**src/rtl/div_pkg.sv**
```systemverilog
// Shared width, counter sizing and FSM state encoding for the sequential divider.
// Consumed by seq_divider16 and div_sub_stage.
package div_pkg;

  localparam int DIV_WIDTH = 16;
  localparam int DIV_CNT_W = $clog2(DIV_WIDTH);

  typedef enum logic [1:0] {
    IDLE = 2'd0,
    BUSY = 2'd1,
    DONE = 2'd2
  } div_state_t;

endpackage

```
**src/rtl/div_sub_stage.sv**
```systemverilog
// One restoring shift-subtract step: trial subtract as rem + ~divisor + 1.
// Combinational, zero latency; no handshake.
module div_sub_stage
  import div_pkg::*;
#(
  parameter int WIDTH = DIV_WIDTH
) (
  input  logic [WIDTH:0]   rem_shifted,
  input  logic [WIDTH-1:0] divisor,
  output logic [WIDTH:0]   next_rem,
  output logic             q_bit
);

  logic [WIDTH+1:0] sum_full;

  // The carry out of the WIDTH+1 bit add is the inverted borrow: set when rem_shifted >= divisor.
  assign sum_full = {1'b0, rem_shifted} + {1'b0, ~{1'b0, divisor}} + {{(WIDTH+1){1'b0}}, 1'b1};
  assign q_bit    = sum_full[WIDTH+1];
  assign next_rem = q_bit ? sum_full[WIDTH:0] : rem_shifted;

endmodule

```
**src/rtl/seq_divider16.sv**
```systemverilog
// Restoring divider, one quotient bit per clock; DIV_SIGNED_EN selects two's complement operands.
// Latency: result valid WIDTH+1 cycles after accept (1 cycle for a zero divisor).
// Backpressure: result held while out_ready=0; in_ready low from accept until result is taken.
module seq_divider16
  import div_pkg::*;
#(
  parameter int WIDTH = DIV_WIDTH
) (
  input  logic             clk,
  input  logic             rst_n,
  input  logic             in_valid,
  output logic             in_ready,
  input  logic [WIDTH-1:0] dividend,
  input  logic [WIDTH-1:0] divisor,
  output logic             out_valid,
  input  logic             out_ready,
  output logic [WIDTH-1:0] quotient,
  output logic [WIDTH-1:0] remainder,
  output logic             div_by_zero
);

  localparam int CNT_W = (WIDTH > 1) ? $clog2(WIDTH) : 1;

  div_state_t       state;
  logic [WIDTH-1:0] quo_reg;
  logic [WIDTH-1:0] dvs_reg;
  logic [WIDTH:0]   rem_reg;
  logic [CNT_W-1:0] count;

  logic [WIDTH:0]   rem_shifted;
  logic [WIDTH:0]   next_rem;
  logic             q_bit;
  logic [WIDTH-1:0] quo_step;
  logic [WIDTH-1:0] dd_mag;
  logic [WIDTH-1:0] dv_mag;
  logic [WIDTH-1:0] q_final;
  logic [WIDTH-1:0] r_final;
  logic             accept;

  assign accept      = in_valid && in_ready;
  assign rem_shifted = (WIDTH+1)'({rem_reg, quo_reg[WIDTH-1]});
  assign quo_step    = {quo_reg[WIDTH-2:0], q_bit};

  div_sub_stage #(.WIDTH(WIDTH)) u_sub (
    .rem_shifted (rem_shifted),
    .divisor     (dvs_reg),
    .next_rem    (next_rem),
    .q_bit       (q_bit)
  );

`ifdef DIV_SIGNED_EN
  logic neg_q;
  logic neg_r;

  // Magnitudes feed the unsigned core; 0x8000 maps to itself, which is the correct unsigned magnitude.
  assign dd_mag  = dividend[WIDTH-1] ? -dividend : dividend;
  assign dv_mag  = divisor[WIDTH-1]  ? -divisor  : divisor;
  assign q_final = neg_q ? -quo_step : quo_step;
  assign r_final = neg_r ? -next_rem[WIDTH-1:0] : next_rem[WIDTH-1:0];

  always_ff @(posedge clk) begin
    if (!rst_n) begin
      neg_q <= 1'b0;
      neg_r <= 1'b0;
    end else if (state == IDLE && accept) begin
      neg_q <= dividend[WIDTH-1] ^ divisor[WIDTH-1];
      neg_r <= dividend[WIDTH-1];
    end
  end
`else
  assign dd_mag  = dividend;
  assign dv_mag  = divisor;
  assign q_final = quo_step;
  assign r_final = next_rem[WIDTH-1:0];
`endif

  always_ff @(posedge clk) begin
    if (!rst_n) begin
      state       <= IDLE;
      in_ready    <= 1'b0;
      out_valid   <= 1'b0;
      quotient    <= '0;
      remainder   <= '0;
      div_by_zero <= 1'b0;
      quo_reg     <= '0;
      dvs_reg     <= '0;
      rem_reg     <= '0;
      count       <= '0;
    end else begin
      case (state)
        IDLE: begin
          in_ready <= 1'b1;
          if (accept) begin
            in_ready <= 1'b0;
            if (divisor == '0) begin
              quotient    <= '1;
              remainder   <= dividend;
              div_by_zero <= 1'b1;
              out_valid   <= 1'b1;
              state       <= DONE;
            end else begin
              quo_reg <= dd_mag;
              dvs_reg <= dv_mag;
              rem_reg <= '0;
              count   <= CNT_W'(WIDTH - 1);
              state   <= BUSY;
            end
          end
        end
        BUSY: begin
          rem_reg <= next_rem;
          quo_reg <= quo_step;
          if (count == '0) begin
            quotient    <= q_final;
            remainder   <= r_final;
            div_by_zero <= 1'b0;
            out_valid   <= 1'b1;
            state       <= DONE;
          end else begin
            count <= count - CNT_W'(1);
          end
        end
        DONE: begin
          // New operands are only taken from IDLE, one cycle after the result is consumed.
          if (out_ready) begin
            out_valid <= 1'b0;
            in_ready  <= 1'b1;
            state     <= IDLE;
          end
        end
        default: begin
          out_valid <= 1'b0;
          in_ready  <= 1'b0;
          state     <= IDLE;
        end
      endcase
    end
  end

endmodule
```
**config.mk**
```make
export PLATFORM = sky130hd
export DESIGN_NAME = seq_divider16
export DESIGN_NICKNAME = d
export VERILOG_FILES = /design/src/rtl/div_pkg.sv /design/src/rtl/div_sub_stage.sv /design/src/rtl/seq_divider16.sv
export SDC_FILE = /design/constraint.sdc
export NUM_CORES = 1
export LEC_CHECK = 0
export BUFFER_PORTS_ARGS = -buffer_cell sky130_fd_sc_hd__buf_2
export CELL_PAD_IN_SITES_DETAIL_PLACEMENT = 1
export CELL_PAD_IN_SITES_GLOBAL_PLACEMENT = 1
export CORE_ASPECT_RATIO = 1.1
export CORE_MARGIN = 2
export CORE_UTILIZATION = 45
export CTS_BUF_LIST = sky130_fd_sc_hd__clkbuf_8 sky130_fd_sc_hd__clkbuf_16
export DETAILED_ROUTE_END_ITERATION = 8
export PLACE_DENSITY_LB_ADDON = 0.15
export SETUP_SLACK_MARGIN = 0.1
export SYNTH_ARGS = -nofsm -noshare
export SYNTH_HDL_FRONTEND = slang
export SYNTH_SLANG_ARGS = --single-unit
```
**constraint.sdc**
```tcl
create_clock -name clk -period 5.11 [get_ports clk]
set_clock_uncertainty 0.05 [all_clocks]
set_input_delay 1.022 -clock clk [delete_from_list [all_inputs] [get_ports clk]]
set_output_delay 1.022 -clock clk [all_outputs]
set_load 0.01 [all_outputs]
```
# [Word-level counts from Yosys, hierarchy flattened]
# Cells that the tools add are included.
[word_totals] regBits=89 input_bits=36 output_inout_bits=35 wordCells=70
[op_classes] n_addsub=3 eq_ne=8 n_mux=34 bitwise_logic=3 reduce_logical=12
[ops] op="$mux 16" n=11
[ops] op="$pmux 16 s2" n=4
[ops] op="$add 17x17->18" n=1
[ops] op="$add 18x1->18 const B" n=1
[ops] op="$not 16->17" n=1
[ops] op="$logic_not 16->1" n=1
[ops] op="$mux 4" n=3
[ops] op="$ne 2x2->1 const B" n=6
[ops] op="$reduce_and 4->1" n=3
[ops] op="$reduce_and 3->1" n=3
[ops] op="$mux 2" n=4
[ops] op="$pmux 4 s2" n=1
[ops] op="$mux 1" n=7
[ops] op="$pmux 1 s3" n=2
[ops] op="$pmux 2 s3" n=1
[ops] op="$logic_not 4->1" n=1
[ops] op="$sub 4x1->4 const B" n=1
[ops] op="$eq 2x1->1 const B" n=1
[ops] op="$eq 2x2->1 const B" n=1
[ops] op="$logic_not 2->1" n=1
[ops] op="$not 1->1" n=2
[ops] op="$pmux 1 s2" n=1
[ops] op="$reduce_and 2->1" n=1
[ops] op="$reduce_bool 2->1" n=1
[ops] op="$logic_and 1x1->1" n=1

# [Logic depth before layout (Yosys ltp)]
[logic_depth] ltp_word=6 mapped_depth=12 ltp_nobuf=11

# [By module]
# Synthesis repeated with hierarchy kept, for this count alone.
[unflattened] cells_unflattened=556 hier_area_um2=4919.7
[by_module_without_submodules] mod="seq_divider16" instances=1 cells_each=411 area_each_um2=3787.4 seq_area_each_um2=1781.7
[by_module_without_submodules] mod="div_sub_stage" instances=1 cells_each=145 area_each_um2=1132.3 seq_area_each_um2=0.0

# [Least setup slack after synthesis]
# OpenSTA, ideal clock, no wires.
[synth_path] kind="input to register" startpoint="input divisor[10]" endpoint="register remainder[2]" setup_time_ps=134 arrival_ps=2644 required_ps=4926 path_slack_ps=2283 path_stages=8 path_buffers=3 path_cell_list="nor4_1 > nand4_1 > o31ai_1 > nor2b_1 > clkbuf_1 > clkbuf_8 > clkbuf_1 > a31oi_1"
[synth_between] elab_chain_cells=3
[synth_rtl] element="start: declaration" line_no="seq_divider16.sv:14" source="input logic [WIDTH-1:0] divisor,"
[synth_rtl] element="$logic_not 16->1" line_no="seq_divider16.sv:95" source="if (divisor == '0) begin"
[synth_rtl] element="$ne 2x2->1 (no source line)"
[synth_rtl] element="$reduce_and 4->1 (no source line)"
[synth_rtl] element="end signal: assignment" line_no="seq_divider16.sv:97" source="remainder <= dividend;"
[synth_rtl] element="end signal: assignment" line_no="seq_divider16.sv:115" source="remainder <= r_final;"
[synth_rtl] element="end: declaration" line_no="seq_divider16.sv:18" source="output logic [WIDTH-1:0] remainder,"
# Every way passes these cells.
# A chain may end at the register's enable or synchronous reset.

# [Final worst setup path]
[layout_path] startpoint="register dvs_reg[10]" endpoint="register remainder[3]"
[layout_between] elab_chain_cells=6
[layout_rtl] element="start: declaration" line_no="seq_divider16.sv:26" source="logic [WIDTH-1:0] dvs_reg;"
[layout_rtl] element="start signal: assignment" line_no="seq_divider16.sv:103" source="dvs_reg <= dv_mag;"
[layout_rtl] element="$not 16->17" line_no="div_sub_stage.sv:17" source="assign sum_full = {1'b0, rem_shifted} + {1'b0, ~{1'b0, divisor}} + {{(WIDTH+1){1'b0}}, 1'b1};"
[layout_rtl] element="$add 17x17->18" line_no="div_sub_stage.sv:17"
[layout_rtl] element="$add 18x1->18" line_no="div_sub_stage.sv:17"
[layout_rtl] element="$mux 16" line_no="div_sub_stage.sv:19" source="assign next_rem = q_bit ? sum_full[WIDTH:0] : rem_shifted;"
[layout_rtl] element="$mux 16" line_no="seq_divider16.sv:113" source="if (count == '0) begin"
[layout_rtl] element="$pmux 16 s2" line_no="seq_divider16.sv:90" source="case (state)"
# Every way passes these cells. The select of a mux whose other input is x is not followed.

==> impl_metrics.csv <==
group,metric,value,unit
finish,n_antenna_cell,0,
grt,grt_usage,0.2353,
clocking,cts.sinks,89,
logic_synthesis,seq_area_frac_synth,0.4027,
finish,area_growth,12.36,%
pwr,power.density,485.6,nW/um^2
timing,worstMarginPinSlew,1.224,ns
placed_design,placed_area,4773,sq um
clocking,clock_latency,0.37,ns
logic_synthesis,ys_ff_latch,89,
floorplanning,core,9444,sq um
clocking,htree_num_levels,3,
setup_path,cp_cell_sequence,"inv_1, ha_1, nand3_2, or4_4, o41ai_4, or2_1, mux2_2, nand2_1, a31oi_1",
timing,finalSetupTns,0,ns
clocking,cts_setup_buffers,0,
timing,layout_worst_path_cycle_share,0.6680,
timing,rsz0062_at_grt,"false",
placed_design,port_buffers,70,
logic_synthesis,synthTopCellsByArea,"dfxtp_1 (40%), nand2_1 (9.3%), a21oi_1 (4.9%)",
pwr,worst_ir_drop_vdd,0.0001818,V
setup_path,worst-setup-path-type,"flip-flop to flip-flop",
grt,grt_util_met3,0.02715,
clocking,ctsRootBufferMaster,"clkbuf_8",
logic_synthesis,yosysUniqueCellTypes,57,
logic_synthesis,synth-edff-count,0,
route,post_drt_wl_per_cell,17.13,um
setup_path,start_kind,"flip-flop",
setup_path,critPathMaxStageDelay,0.64,ns
setup_path,worst_path_max_delay_cell,"or2_1",
clocking,clk_pin_slew,0.09,ns
clocking,cts_resized,0,
timing,drv_slew,0,
logic_synthesis,ys_warn_count,0,
logic_synthesis,ys.flop_type,"dfxtp_1",
finish,stdcell_count,707,
grt,use_met1,0.3170,
placed_design,place_inst,691,
route,first_iter_violations,167,
route,drt_pass1_iterations,4,
floorplanning,die_h,108.0,um
timing,hold_ws,0.4078,ns
grt,grt-ovfl-total,0,
clocking,hold_buffers,0,
setup_path,setup.worst_path.end_class,"flip-flop",
grt,grt_pass1_wl,20200,um
timing,finalHoldViolCount,0,
timing,relSlewSlack,0.1832,
floorplanning,die-area,10640,sq um
timing,setup_viol,0,
clocking,cts_tree,"done",
route,routed_wl,12110,um
grt,grt_max_degree,52,
floorplanning,boundaryPins,71,
clocking,cts_made_buffers,9,
logic_synthesis,syn-cell-area,4424,sq um
logic_synthesis,syn_avg_cell_area,8.332,sq um
finish,final_nets,639,
floorplanning,initial_utilization,0.4685,
floorplanning,rows,37,
finish,layout-drive-gt1-share,0.2085,
clocking,cts.path.max_buffers,2,
grt,grt_pass1_vias,4010,
finish,fin_area,4971,sq um
route,viasPerCell,5.785,
grt,gr-usage-met2,0.3931,
logic_synthesis,synth_top_area_share,0.4027,
timing,fmax,0.2930,GHz
logic_synthesis,synth-async-reset-ratio,0,
run_status,outcome,"completed",
route,via_count,4090,
route,ant_nets,0,
worst_hold_path,min_path_type,"flip-flop to flip-flop",
placed_design,routabilityCongestion,0.8305,
setup_path,path_max_fanout,17,
grt,top_usage_layer,"met2",
logic_synthesis,netlist_instances,531,
logic_synthesis,synth_largest_area_cell,"dfxtp_1",
setup_path,cp.required,5.29,ns
route,drcViolationCount,0,
setup_path,cp.arrival,3.60,ns
timing,period_minus_slack,3.413,ns
grt,antenna_found_initial,0,
pwr,p_leak,2.082,nW
logic_synthesis,mappedNetlistNets,585,
floorplanning,die_w,98.54,um
placed_design,dp_hpwl,8600,um
flow_run,cap_violations,0,
==> metal layers <==
metal,part of all wire,vias up
met5,0,-
met3,0.035,11
met1,0.48,2005
met2,0.47,83
li1,-,1991
met4,0.012,0
==> per-stage QoR <==
stage | power, mW | worst slack, ns | util
6_report | 2.414 | 1.697 | 0.5264
5_1_grt | 2.576 | 1.505 | 0.5264
4_1_cts | 2.414 | 1.722 | 0.5264
3_5_place_dp | 1.906 | 1.616 | 0.5054
3_3_place_gp | 1.873 | 1.711 | 0.5054
2_1_floorplan | 1.722 | 2.283 | -
==> cell families (layout without fill, tap and decap cells) <==
logic type	Yosys count	in the layout	share of synthesized area
adder cells (fa/ha/maj)	18	18	0.05260
buffers and inverters	57	116	0.06505
AND/OR/NAND/NOR	193	193	0.1898
XOR/XNOR	13	13	0.02574
flip-flops	89	89	0.4027
AO/OA/AOI/OAI	152	152	0.2421
multiplexers	9	9	0.02206
==> path summary, 6_finish.rpt <==
| check | endpoint | slack [ns] | cells after the start | startpoint |
|---|---|---|---|---|
| min reg2reg | dvs_reg[4]$_SDFFE_PN0P_ | 0.41 | 2 | dvs_reg[4]$_SDFFE_PN0P_ |
| min | dvs_reg[4]$_SDFFE_PN0P_ | 0.41 | 2 | dvs_reg[4]$_SDFFE_PN0P_ |
| max | remainder[3]$_SDFFE_PN0P_ | 1.70 | 9 | dvs_reg[10]$_SDFFE_PN0P_ |
| max reg2reg | remainder[3]$_SDFFE_PN0P_ | 1.70 | 9 | dvs_reg[10]$_SDFFE_PN0P_ |
==> where the power goes <==
group / internal (mW) / switching [mW]
clock: 0.237 / 0.265
combinational: 0.443 / 0.620
sequential: 0.778 / 0.0708
total: 1.46 / 0.956
==> cell usage after synthesis (2+ instances only) <==
cell type,n
nor2b_1,5
or3_1,3
and3_1,2
nand2b_1,4
xnor2_1,8
dfxtp_1,89
o21bai_1,6
nand4_1,2
nor2_1,39
mux2_2,6
nand3_1,4
nor3_1,8
a21oi_1,43
inv_1,24
o31ai_1,2
a211oi_1,4
ha_1,17
nand2_1,110
o2111ai_1,2
mux2i_1,3
o211ai_1,5
a31oi_1,15
a311oi_1,17
nor4_1,5
xor2_1,5
o21ai_0,23
a21o_1,5
o221a_2,15
and2_1,2
clkbuf_1,26
o21a_1,2
clkbuf_8,5
==> cell usage in the layout (no fill, tap or decap), types with 2 or more instances in the layout <==
cell / count
or3_1: 3
buf_2: 70
a21o_1: 5
clkinv_4: 2
o31ai_1: 2
inv_1: 26
nand2_1: 110
o2111ai_1: 2
clkbuf_8: 10
dfxtp_1: 89
nand2b_1: 4
ha_1: 17
a21oi_1: 43
o21a_1: 2
nand3_1: 4
nand4_1: 2
a311oi_1: 17
nor2b_1: 4
o21bai_1: 6
a31oi_1: 15
nor2_1: 38
o21ai_0: 23
mux2i_1: 3
nor3_1: 8
nor4_1: 5
a211oi_1: 4
xor2_1: 5
buf_4: 6
and2_1: 2
o221a_2: 15
mux2_2: 6
xnor2_1: 8
o211ai_1: 5
and3_1: 2
==> critical path: cells and delay by family (launching register included) <==
family,cells,cell delay [ns]
DFF,1,0.34
buffers and inverters,1,0.04
muxes,1,0.43
AOI/OAI and AO/OA,2,0.57
adders and majority gates,1,0.38
and+or+nand+nor,4,1.45
==> cell type report <==
class | instances | area, sq um
multi-input cells | 385 | 2360
well taps | 117 | 146.4
clock inverters | 6 | 60.06
clock buffers | 10 | 137.6
inverters | 24 | 90.09
flip-flops and latches | 89 | 1782
repair buffers | 76 | 395.4
fillers | 1195 | 4473
Note: power is estimated with default switching activity, not from simulation.
